==> src/rtl/pc_branch_unit.sv <==
// Program counter sequencer with run/halt control; branches land on ProgCtr one cycle after they are presented.
// Stall holds ProgCtr and drops a coincident branch. Optional accepted-branch counter under PC_BRANCH_COUNT_EN.
module pc_branch_unit #(
  parameter int unsigned     PC_W       = 16,
  parameter logic [PC_W-1:0] START_ADDR = '0
) (
  input  logic            Clk,
  input  logic            Reset,
  input  logic            Start,
  input  logic            Stall,
  input  logic            BranchEn,
  input  logic            BranchAbs,
  input  logic [15:0]     Target,
  input  logic            Halt,
  output logic [PC_W-1:0] ProgCtr,
  output logic            Fetch,
  output logic            Flush,
`ifdef PC_BRANCH_COUNT_EN
  output logic [15:0]     BranchCount,
`endif
  output logic            Done
);

  typedef enum logic [1:0] {
    IDLE = 2'd0,
    RUN  = 2'd1,
    DONE = 2'd2
  } state_t;

  state_t          state_q, state_d;
  logic [PC_W-1:0] pc_q, pc_d;
  logic            flush_q, flush_d;
  logic [PC_W-1:0] tgt_rel;
  logic [PC_W-1:0] tgt_abs;

  // Relative offsets are signed, absolute targets are plain addresses.
  generate
    if (PC_W <= 16) begin : g_tgt_narrow
      assign tgt_rel = Target[PC_W-1:0];
      assign tgt_abs = Target[PC_W-1:0];
    end else begin : g_tgt_wide
      assign tgt_rel = {{(PC_W-16){Target[15]}}, Target};
      assign tgt_abs = {{(PC_W-16){1'b0}}, Target};
    end
  endgenerate

`ifdef PC_BRANCH_COUNT_EN
  logic [15:0] cnt_q, cnt_d;
`endif

  always_comb begin
    state_d = state_q;
    pc_d    = pc_q;
    flush_d = 1'b0;
`ifdef PC_BRANCH_COUNT_EN
    cnt_d   = cnt_q;
`endif
    case (state_q)
      IDLE, DONE: begin
        if (Start) begin
          state_d = RUN;
          pc_d    = START_ADDR;
`ifdef PC_BRANCH_COUNT_EN
          cnt_d   = '0;
`endif
        end
      end
      RUN: begin
        if (Halt) begin
          state_d = DONE;
        end else if (Stall) begin
          pc_d = pc_q;
        end else if (BranchEn) begin
          pc_d    = BranchAbs ? tgt_abs : (pc_q + tgt_rel);
          flush_d = 1'b1;
`ifdef PC_BRANCH_COUNT_EN
          if (cnt_q != 16'hFFFF) cnt_d = cnt_q + 16'd1;
`endif
        end else begin
          pc_d = pc_q + PC_W'(1);
        end
      end
      default: begin
        state_d = IDLE;
        pc_d    = START_ADDR;
      end
    endcase
  end

  always_ff @(posedge Clk or negedge Reset) begin
    if (!Reset) begin
      state_q <= IDLE;
      pc_q    <= START_ADDR;
      flush_q <= 1'b0;
`ifdef PC_BRANCH_COUNT_EN
      cnt_q   <= '0;
`endif
    end else begin
      state_q <= state_d;
      pc_q    <= pc_d;
      flush_q <= flush_d;
`ifdef PC_BRANCH_COUNT_EN
      cnt_q   <= cnt_d;
`endif
    end
  end

  assign ProgCtr = pc_q;
  assign Flush   = flush_q;
  assign Fetch   = (state_q == RUN);
  assign Done    = (state_q == DONE);
`ifdef PC_BRANCH_COUNT_EN
  assign BranchCount = cnt_q;
`endif

endmodule

==> config.mk <==
export PLATFORM = sky130hd
export DESIGN_NAME = pc_branch_unit
export DESIGN_NICKNAME = d
export VERILOG_FILES = /design/src/rtl/pc_branch_unit.sv
export SDC_FILE = /design/constraint.sdc
export NUM_CORES = 1
export LEC_CHECK = 0
export BUFFER_PORTS_ARGS = -buffer_cell sky130_fd_sc_hd__buf_2
export CORE_MARGIN = 2
export CORE_UTILIZATION = 26
export DETAILED_ROUTE_END_ITERATION = 7
export GPL_TIMING_DRIVEN = 0
export PLACE_DENSITY = 0.47
export SYNTH_ARGS = -nofsm -noshare
export SYNTH_HDL_FRONTEND = slang
export SYNTH_SLANG_ARGS = --single-unit
==> constraint.sdc <==
create_clock -name Clk -period 6.3 [get_ports Clk]
set_clock_uncertainty 0.05 [all_clocks]
set_input_delay 0.63 -clock Clk [delete_from_list [all_inputs] [get_ports Clk]]
set_output_delay 0.63 -clock Clk [all_outputs]
set_load 0.02 [all_outputs]
==> qor.csv, run 1 <==
stage,metric,value,unit
run_status,status,completed,
finish,layout cell share with drive strength beyond 1,19.5,%
worst_setup_path,Setup crit start kind,flop,
pwr,NetSw,169,uW
pwr,sequential share of power,36.3,%
yosys,share of flip-flops with an asynchronous set or reset,100,%
clocking,number of clock sinks,19,
pwr,pwr dens,171,nW/um^2
detailed_routing,via-per-instance ratio,5.00,
worst_setup_path,CP startpoint,ProgCtr[0],
worst_setup_path,crit-path max FO,7,
timing,TNS Setup,0,ps
yosys,Synth Register Bits,19,
clocking,Inserted Clock Buffers,3,
worst_setup_path,"Max stage delay cell, worst path",dfrtp_1,
global_route,largest net degree at the start of global routing,20,
worst_setup_path,CP endpoint kind,flop,
clocking,Clock transition at path regs,70,ps
timing,headroom to the max-slew limit,51.7,%
detailed_routing,Final Routed Wirelength,6.03,mm
global_route,initial antenna violation count,0,
clocking,Hold Buf Count CTS,0,
timing,final hold viol count,0,
global_route,global route total overflow,0,
floorplan,die width,93.2,um
floorplan,die area,8680,sq um
yosys,"Primary FF master, synth",dfrtp_1,
timing,Final Setup Violations,0,
hold_path,Hold WC Path Type,in2async,
clocking,Root Driver,clkbuf_8,
placement,Routability Congestion,0.836,
pwr,combinational power share,43.9,%
worst_setup_path,Worst EP arrival,2820,ps
worst_setup_path,CP max stage delay,450,ps
worst_setup_path,worst flop-to-flop path startpoint,ProgCtr[0],
timing,fin crit share,42.5,%
worst_setup_path,WP data required,6440,ps
timing,f_max,374,MHz
floorplan,Core Rows,32,
pwr,leak pwr,0.00115,uW
finish,Layout Cells excl Fill,410,
timing,Final Slew Violations,0,
clocking,CTS tree,yes,
yosys,Synthesized Nets,303,
finish,net count reported at finish,349,
pwr,internal power,249,uW
clocking,H-tree Lvls,1,
placement,IO Port Bufs,41,
floorplan,starting density of the core,26.7,%
global_route,first-pass GRT wire length,9.99,mm
detailed_routing,average routed wire per standard cell,14.7,um
clocking,Setup Buffers After CTS,0,
pwr,clock share of power,19.8,%
finish,Area growth syn-to-layout,18.3,%
detailed_routing,DRT antenna net count,0,
detailed_routing,vias,2050,
timing,RSZ-0062 raised after global routing,false,
floorplan,Die Ht,93.2,um
yosys,Yosys cell types,55,
detailed_routing,DRC Markers,0,
finish,"commonest non-fill, non-tap cell in the layout",buf_2,
finish,final core occ,31.6,%
yosys,synth warn,0,
timing,hold_ws,269,ps
finish,most frequent cells in the layout,"buf_2 (42), nand2_1 (31), o21ai_0 (24)",
pwr,Tot Pwr,419,uW
yosys,mapped cell area,2070,sq um
global_route,Total Routing Usage GR,14.4,%
pwr,peak supply drop,0.112,mV
timing,Tmin final,2680,ps
detailed_routing,drt pass-1 iters,4,
placement,post-DP HPWL,4.90,mm
worst_setup_path,"Cell Chain, Critical Path",ha_1 > inv_1 > fa_1 > and2b_1 > o211ai_2 > a31oi_4 > o21ai_2 > xor2_1 > a221oi_1 > a21o_1,
detailed_routing,Iteration-0 DRC Markers,98,
floorplan,I/O pins,42,
yosys,Synth Instances,263,
global_route,number of global-route vias before repair,2011,
yosys,sequential area share after synthesis,23.0,%
clocking,"Clk Latency, worst-skew pair",250,ps
finish,Antenna Diode Count,0,
clocking,Post-CTS Resized,0,
yosys,Post-synth EDFFs,0,
pwr,sw frac,40.4,%
timing,Worst Max-Slew Pin Slew,724,ps
job,MaxCap Viol Count,0,
floorplan,core area,7730,sq um
clocking,CTS max path bufs,2,
worst_setup_path,critical path type,reg2reg,
placement,Inst Count DP,406,
yosys,Syn Area/Cell,7.86,sq um
-- synth_stat cells, drive strengths merged (2+ instances only) --
cell,count,area [sq um]
dfrtp,19,475
and3,5,31.3
xor2,6,52.6
o21ai,36,184
a31oi,3,33.8
xnor2,9,78.8
a211oi,2,25.0
buf,4,16.3
a221oi,2,17.5
o21bai,2,18.8
mux2i,4,40.0
nand2,31,116
a211o,2,17.5
nor4,2,12.5
clkbuf,5,18.8
nand4,5,31.3
ha,16,200
inv,10,37.5
nor2,19,71.3
a21oi,20,115
nor2b,4,25.0
nor3,7,51.3
nand3,11,55.1
o211ai,5,52.6
a22oi,2,15.0
o22ai,2,12.5
o221ai,3,32.5
o211a,2,20.0
nand2b,4,25.0
a21o,7,52.6
-- routing by layer --
layer  GRT usage (%)  part of all wire, %
met1            20.9                   51
met3           0.645                  1.9
met4            3.55                  1.1
met5               0                    0
met2            23.4                   46
-- flip-flops by register name, summed over array words and instances, names as in the netlist --
signal / count
state_q: 2
ProgCtr: 16
Flush: 1
-- layout make-up --
cell class,instances,area [sq um]
multi-input cells,225,1520
fillers,845,5280
plain buffers,9,35.0
clock buffers,4,45.0
repair buffers,41,205
well taps,102,128
flip-flops and latches,19,475
inverters,10,37.5
-- cells by family after synthesis --
group,synth area share [%]
XOR/XNOR,6.36
buffers and inverters,3.51
AO/OA/AOI/OAI,31.3
flip-flops,23.0
AND/OR/NAND/NOR,22.7
adder cells (fa/ha/maj),10.7
multiplexers,2.48
-- critical path, delay by kind of cell (launching register included) --
kind | cells | cell delay, ps
compound gates | 5 | 990
xor+xnor | 1 | 160
fa+ha+maj | 2 | 650
buf+inv | 1 | 70
flops | 1 | 450
simple gates | 1 | 240
-- final timing paths --
| path | endpoint | slack (ps) | cells past startpoint |
|---|---|---|---|
| worst max-delay path | ProgCtr[12] | 3620 | 10 |
| worst max register to register | ProgCtr[12] | 3620 | 10 |
| worst min register to register | state_q[0] | 490 | 1 |
| worst min-delay path | ProgCtr[1] | 270 | 1 |
| min in group Clk | state_q[0] | 490 | 1 |
| max in group asynchronous | ProgCtr[9] | 5610 | 1 |
-- power groups by stage --
stage	combinational, uW	clock (uW)	sequential [uW]
floorplan	119	0	160
global placement	184	0	154
detailed placement	184	0	154
CTS	185	85.5	152
global route	205	89.7	155
finish	184	82.8	152
-- metrics by stage --
| step | area, sq um | setup WS, ps |
|---|---|---|
| floorplan | 2070 | 3790 |
| global placement | 2400 | 3370 |
| detailed placement | 2400 | 3400 |
| CTS | 2440 | 3610 |
| global route | 2440 | 3420 |
| finish | 2440 | 3620 |
No activity file was read; power rests on OpenSTA's default activity.
==> run 2, diff against run 1 <==
Settings changed: ABC_AREA set to 1, PLACE_DENSITY 0.47 to 0.46.
Clock period 6.3 ns to 2.6 ns, I/O delays scaled along.
==> qor.csv, run 2 <==
stage,metric,value,unit,change
timing,Tmin final,2160,ps,-516 ps
worst_setup_path,Worst R2R Path Depth,12,,+2
pwr,clock share of power,12.7,%,-7.1 points
detailed_routing,DRT antenna net count,0,,unchanged
timing,headroom to the max-slew limit,60.3,%,+8.5 points
global_route,Total Routing Usage GR,15.2,%,+0.82 points
detailed_routing,via-per-instance ratio,4.64,,-7.3%
global_route,number of global-route vias before repair,2497,,+24%
global_route,largest net degree at the start of global routing,20,,unchanged
floorplan,die width,99.0,um,+6.2%
floorplan,Die Ht,99.0,um,+6.2%
yosys,Synth top area share,22.9,%,-0.11 points
yosys,Synthesized Nets,435,,+44%
pwr,NetSw,920,uW,+440%
finish,sequential cell area,475,sq um,unchanged
finish,# fillers,970,,+15%
detailed_routing,average routed wire per standard cell,13.1,um,-11%
yosys,mapped cell area,2340,sq um,+13%
detailed_routing,Final Routed Wirelength,7.19,mm,+19%
finish,most frequent cells in the layout,"nand2_1 (143), inv_1 (60), buf_2 (43)",,
hold_path,Worst Hold End,state_q[0],,
worst_setup_path,FF-to-FF End,ProgCtr[8],,
hold_path,worst min-delay path startpoint,Halt,,
clocking,"Clk Latency, worst-skew pair",270,ps,+20 ps
worst_setup_path,CP endpoint kind,flop,,
worst_setup_path,worst flop-to-flop path startpoint,ProgCtr[0],,
worst_setup_path,critical path type,reg2reg,,
pwr,pwr dens,636,nW/um^2,+270%
global_route,first-pass GRT wire length,12.1,mm,+21%
pwr,sequential share of power,29.3,%,-7.0 points
yosys,Synth Register Bits,19,,unchanged
detailed_routing,Iteration-0 DRC Markers,79,,-19%
detailed_routing,DRC Markers,0,,unchanged
finish,Area growth syn-to-layout,16.9,%,
yosys,synth cell count leaders,"nand2_1 (143), inv_1 (60), nand3_1 (32)",,
worst_setup_path,WP data required,2750,ps,-3690 ps
yosys,synth warn,0,,unchanged
worst_setup_path,Setup crit start kind,flop,,
pwr,combinational power share,58.0,%,+14 points
timing,RSZ-0062 raised after global routing,false,,
floorplan,starting density of the core,26.9,%,+0.14 points
finish,layout cell share with drive strength beyond 1,15.2,%,-4.3 points
floorplan,I/O pins,42,,unchanged
placement,Routability Congestion,0.798,,-4.5%
finish,"commonest non-fill, non-tap cell in the layout",nand2_1,,
pwr,leak pwr,0.00156,uW,+35%
global_route,global route total overflow,0,,unchanged
yosys,Synth Instances,395,,+50%
hold_path,Hold WC Path Type,in2reg,,
clocking,Inserted Clock Buffers,3,,unchanged
yosys,Post-synth EDFFs,0,,unchanged
timing,hold_ws,155,ps,-114 ps
timing,final hold viol count,0,,unchanged
yosys,share of flip-flops with an asynchronous set or reset,100,%,unchanged
worst_setup_path,Worst EP arrival,2310,ps,-510 ps
detailed_routing,drt pass-1 iters,4,,unchanged
yosys,Syn Area/Cell,5.94,sq um,-24%
timing,fin crit share,83.1,%,+41 points
pwr,peak supply drop,0.275,mV,+150%
floorplan,die area,9790,sq um,+13%
yosys,Yosys cell types,36,,-35%
detailed_routing,vias,2545,,+24%
floorplan,core area,8720,sq um,+13%
pwr,sw frac,52.7,%,+12 points
clocking,Clock transition at path regs,90,ps,+20 ps
placement,Post-DP Area,2690,sq um,+12%
yosys,sequential area share after synthesis,20.3,%,-2.7 points
placement,IO Port Bufs,41,,unchanged
yosys,leading area contributor after synthesis,nand2_1,,
job,MaxCap Viol Count,0,,unchanged
finish,area of the multi-input gates,1610,sq um,+5.8%
timing,f_max,463,MHz,+24%
finish,net count reported at finish,482,,+38%
yosys,"count leader, synth",nand2_1,,
yosys,ranking of synthesized cells by area,"nand2_1 (23%), dfrtp_1 (20%), inv_1 (9.6%), ha_1 (8.5%), nand3_1 (6.8%)",,
timing,TNS Setup,0,ps,unchanged
placement,post-DP HPWL,5.93,mm,+21%
worst_setup_path,crit-path max FO,6,,-1
run_status,status,completed,,
yosys,"Primary FF master, synth",dfrtp_1,,
pwr,internal power,824,uW,+230%
timing,Worst Max-Slew Pin Slew,596,ps,-128 ps
global_route,initial antenna violation count,0,,unchanged
clocking,Root Driver,clkbuf_8,,
clocking,number of clock sinks,19,,unchanged
clocking,H-tree Lvls,1,,unchanged
timing,Final Setup Violations,0,,unchanged
finish,max FFs per register,16,,unchanged
pwr,Tot Pwr,1740,uW,+320%
clocking,CTS tree,yes,,
worst_setup_path,Worst R2R Setup Slack,440,ps,-3180 ps
finish,post-route design area,2740,sq um,+12%
timing,Final Slew Violations,0,,unchanged
clocking,Setup Buffers After CTS,0,,unchanged
clocking,CTS max path bufs,2,,unchanged
finish,Antenna Diode Count,0,,unchanged
hold_path,number of cells on the worst hold path,2,,
floorplan,Core Rows,34,,+6.3%
## run 2: changes by cell type in the layout (fill, tap and decap cells not counted), moves of 5 or more
cell / change
xnor2_1: -7
o21ai_1: -9
nand2_1: +112
inv_1: +50
a21o_1: -7
a21oi_1: +7
nand3_1: +21
o21ai_0: -7
and3_1: -5
## run 2: per-layer routing
layer	wire, um	track usage (%)
met1	3510	20.4
met2	3400	26.3
met3	211	1.28
met4	70	3.58
met5	0	0
## run 2: final cells by class
| type | instances | area share, % |
|---|---|---|
| multi-input combinational | 307 | 58.6 |
| sequential | 19 | 17.3 |
| inverter | 62 | 8.49 |
| timing repair buffer | 42 | 7.85 |
| tap | 108 | 4.93 |
| clock buffer | 3 | 1.51 |
| buffer | 7 | 1.05 |
| clock inverter | 1 | 0.183 |
## run 2: power groups by stage
stage	clock, uW	sequential, uW	combinational, uW
finish	222	510	1010
global route	242	525	1160
CTS	228	510	1020
detailed placement	0	516	1020
global placement	0	514	1010
floorplan	0	549	664
## run 2: kinds of logic after synthesis
| group | Yosys count | share of synthesized area [%] |
|---|---|---|
| buffers and inverters | 69 | 11.2 |
| adder cells (fa/ha/maj) | 17 | 9.39 |
| AO/OA/AOI/OAI | 54 | 12.9 |
| XOR/XNOR | 5 | 1.87 |
| AND/OR/NAND/NOR | 231 | 44.4 |
| flip-flops | 19 | 20.3 |
## run 2: worst max-delay path, stage by stage, from the launching register on
cell and delay [ps]:
dfrtp_1 460, ha_1 220, inv_1 60, fa_1 390, inv_1 90, nand3_1 70, nand3_1 150, a21oi_1 120
nand2_1 70, nand2_1 40, o21ai_0 200, nand2_1 110, nand2_1 70
## run 2: worst max path at each step
stage	start	end	slack (ps)	depth (start not counted)
after floorplan	ProgCtr[0]	ProgCtr[12]	630	13
after global placement	ProgCtr[0]	ProgCtr[8]	470	12
after detailed placement	ProgCtr[0]	ProgCtr[12]	480	13
after CTS	ProgCtr[0]	ProgCtr[12]	450	13
after global routing	ProgCtr[0]	ProgCtr[12]	230	13
final	ProgCtr[0]	ProgCtr[8]	440	12
## run 2: through the flow
| step | utilization (%) | cells | worst slack, ps |
|---|---|---|---|
| floorplan | - | 395 | 629 |
| global placement | 30.8 | 544 | 470 |
| detailed placement | 30.8 | 544 | 484 |
| CTS | 31.4 | 549 | 447 |
| global route | 31.4 | 549 | 232 |
| finish | 31.4 | 549 | 440 |
## run 2: what timing repair did
| action | CTS | global route |
|---|---|---|
| endpoints found under the hold margin | 19 | 0 |
| hold buffers | 1 | 0 |
| endpoints found under the setup margin | 0 | 0 |
| resized for setup | 0 | 0 |
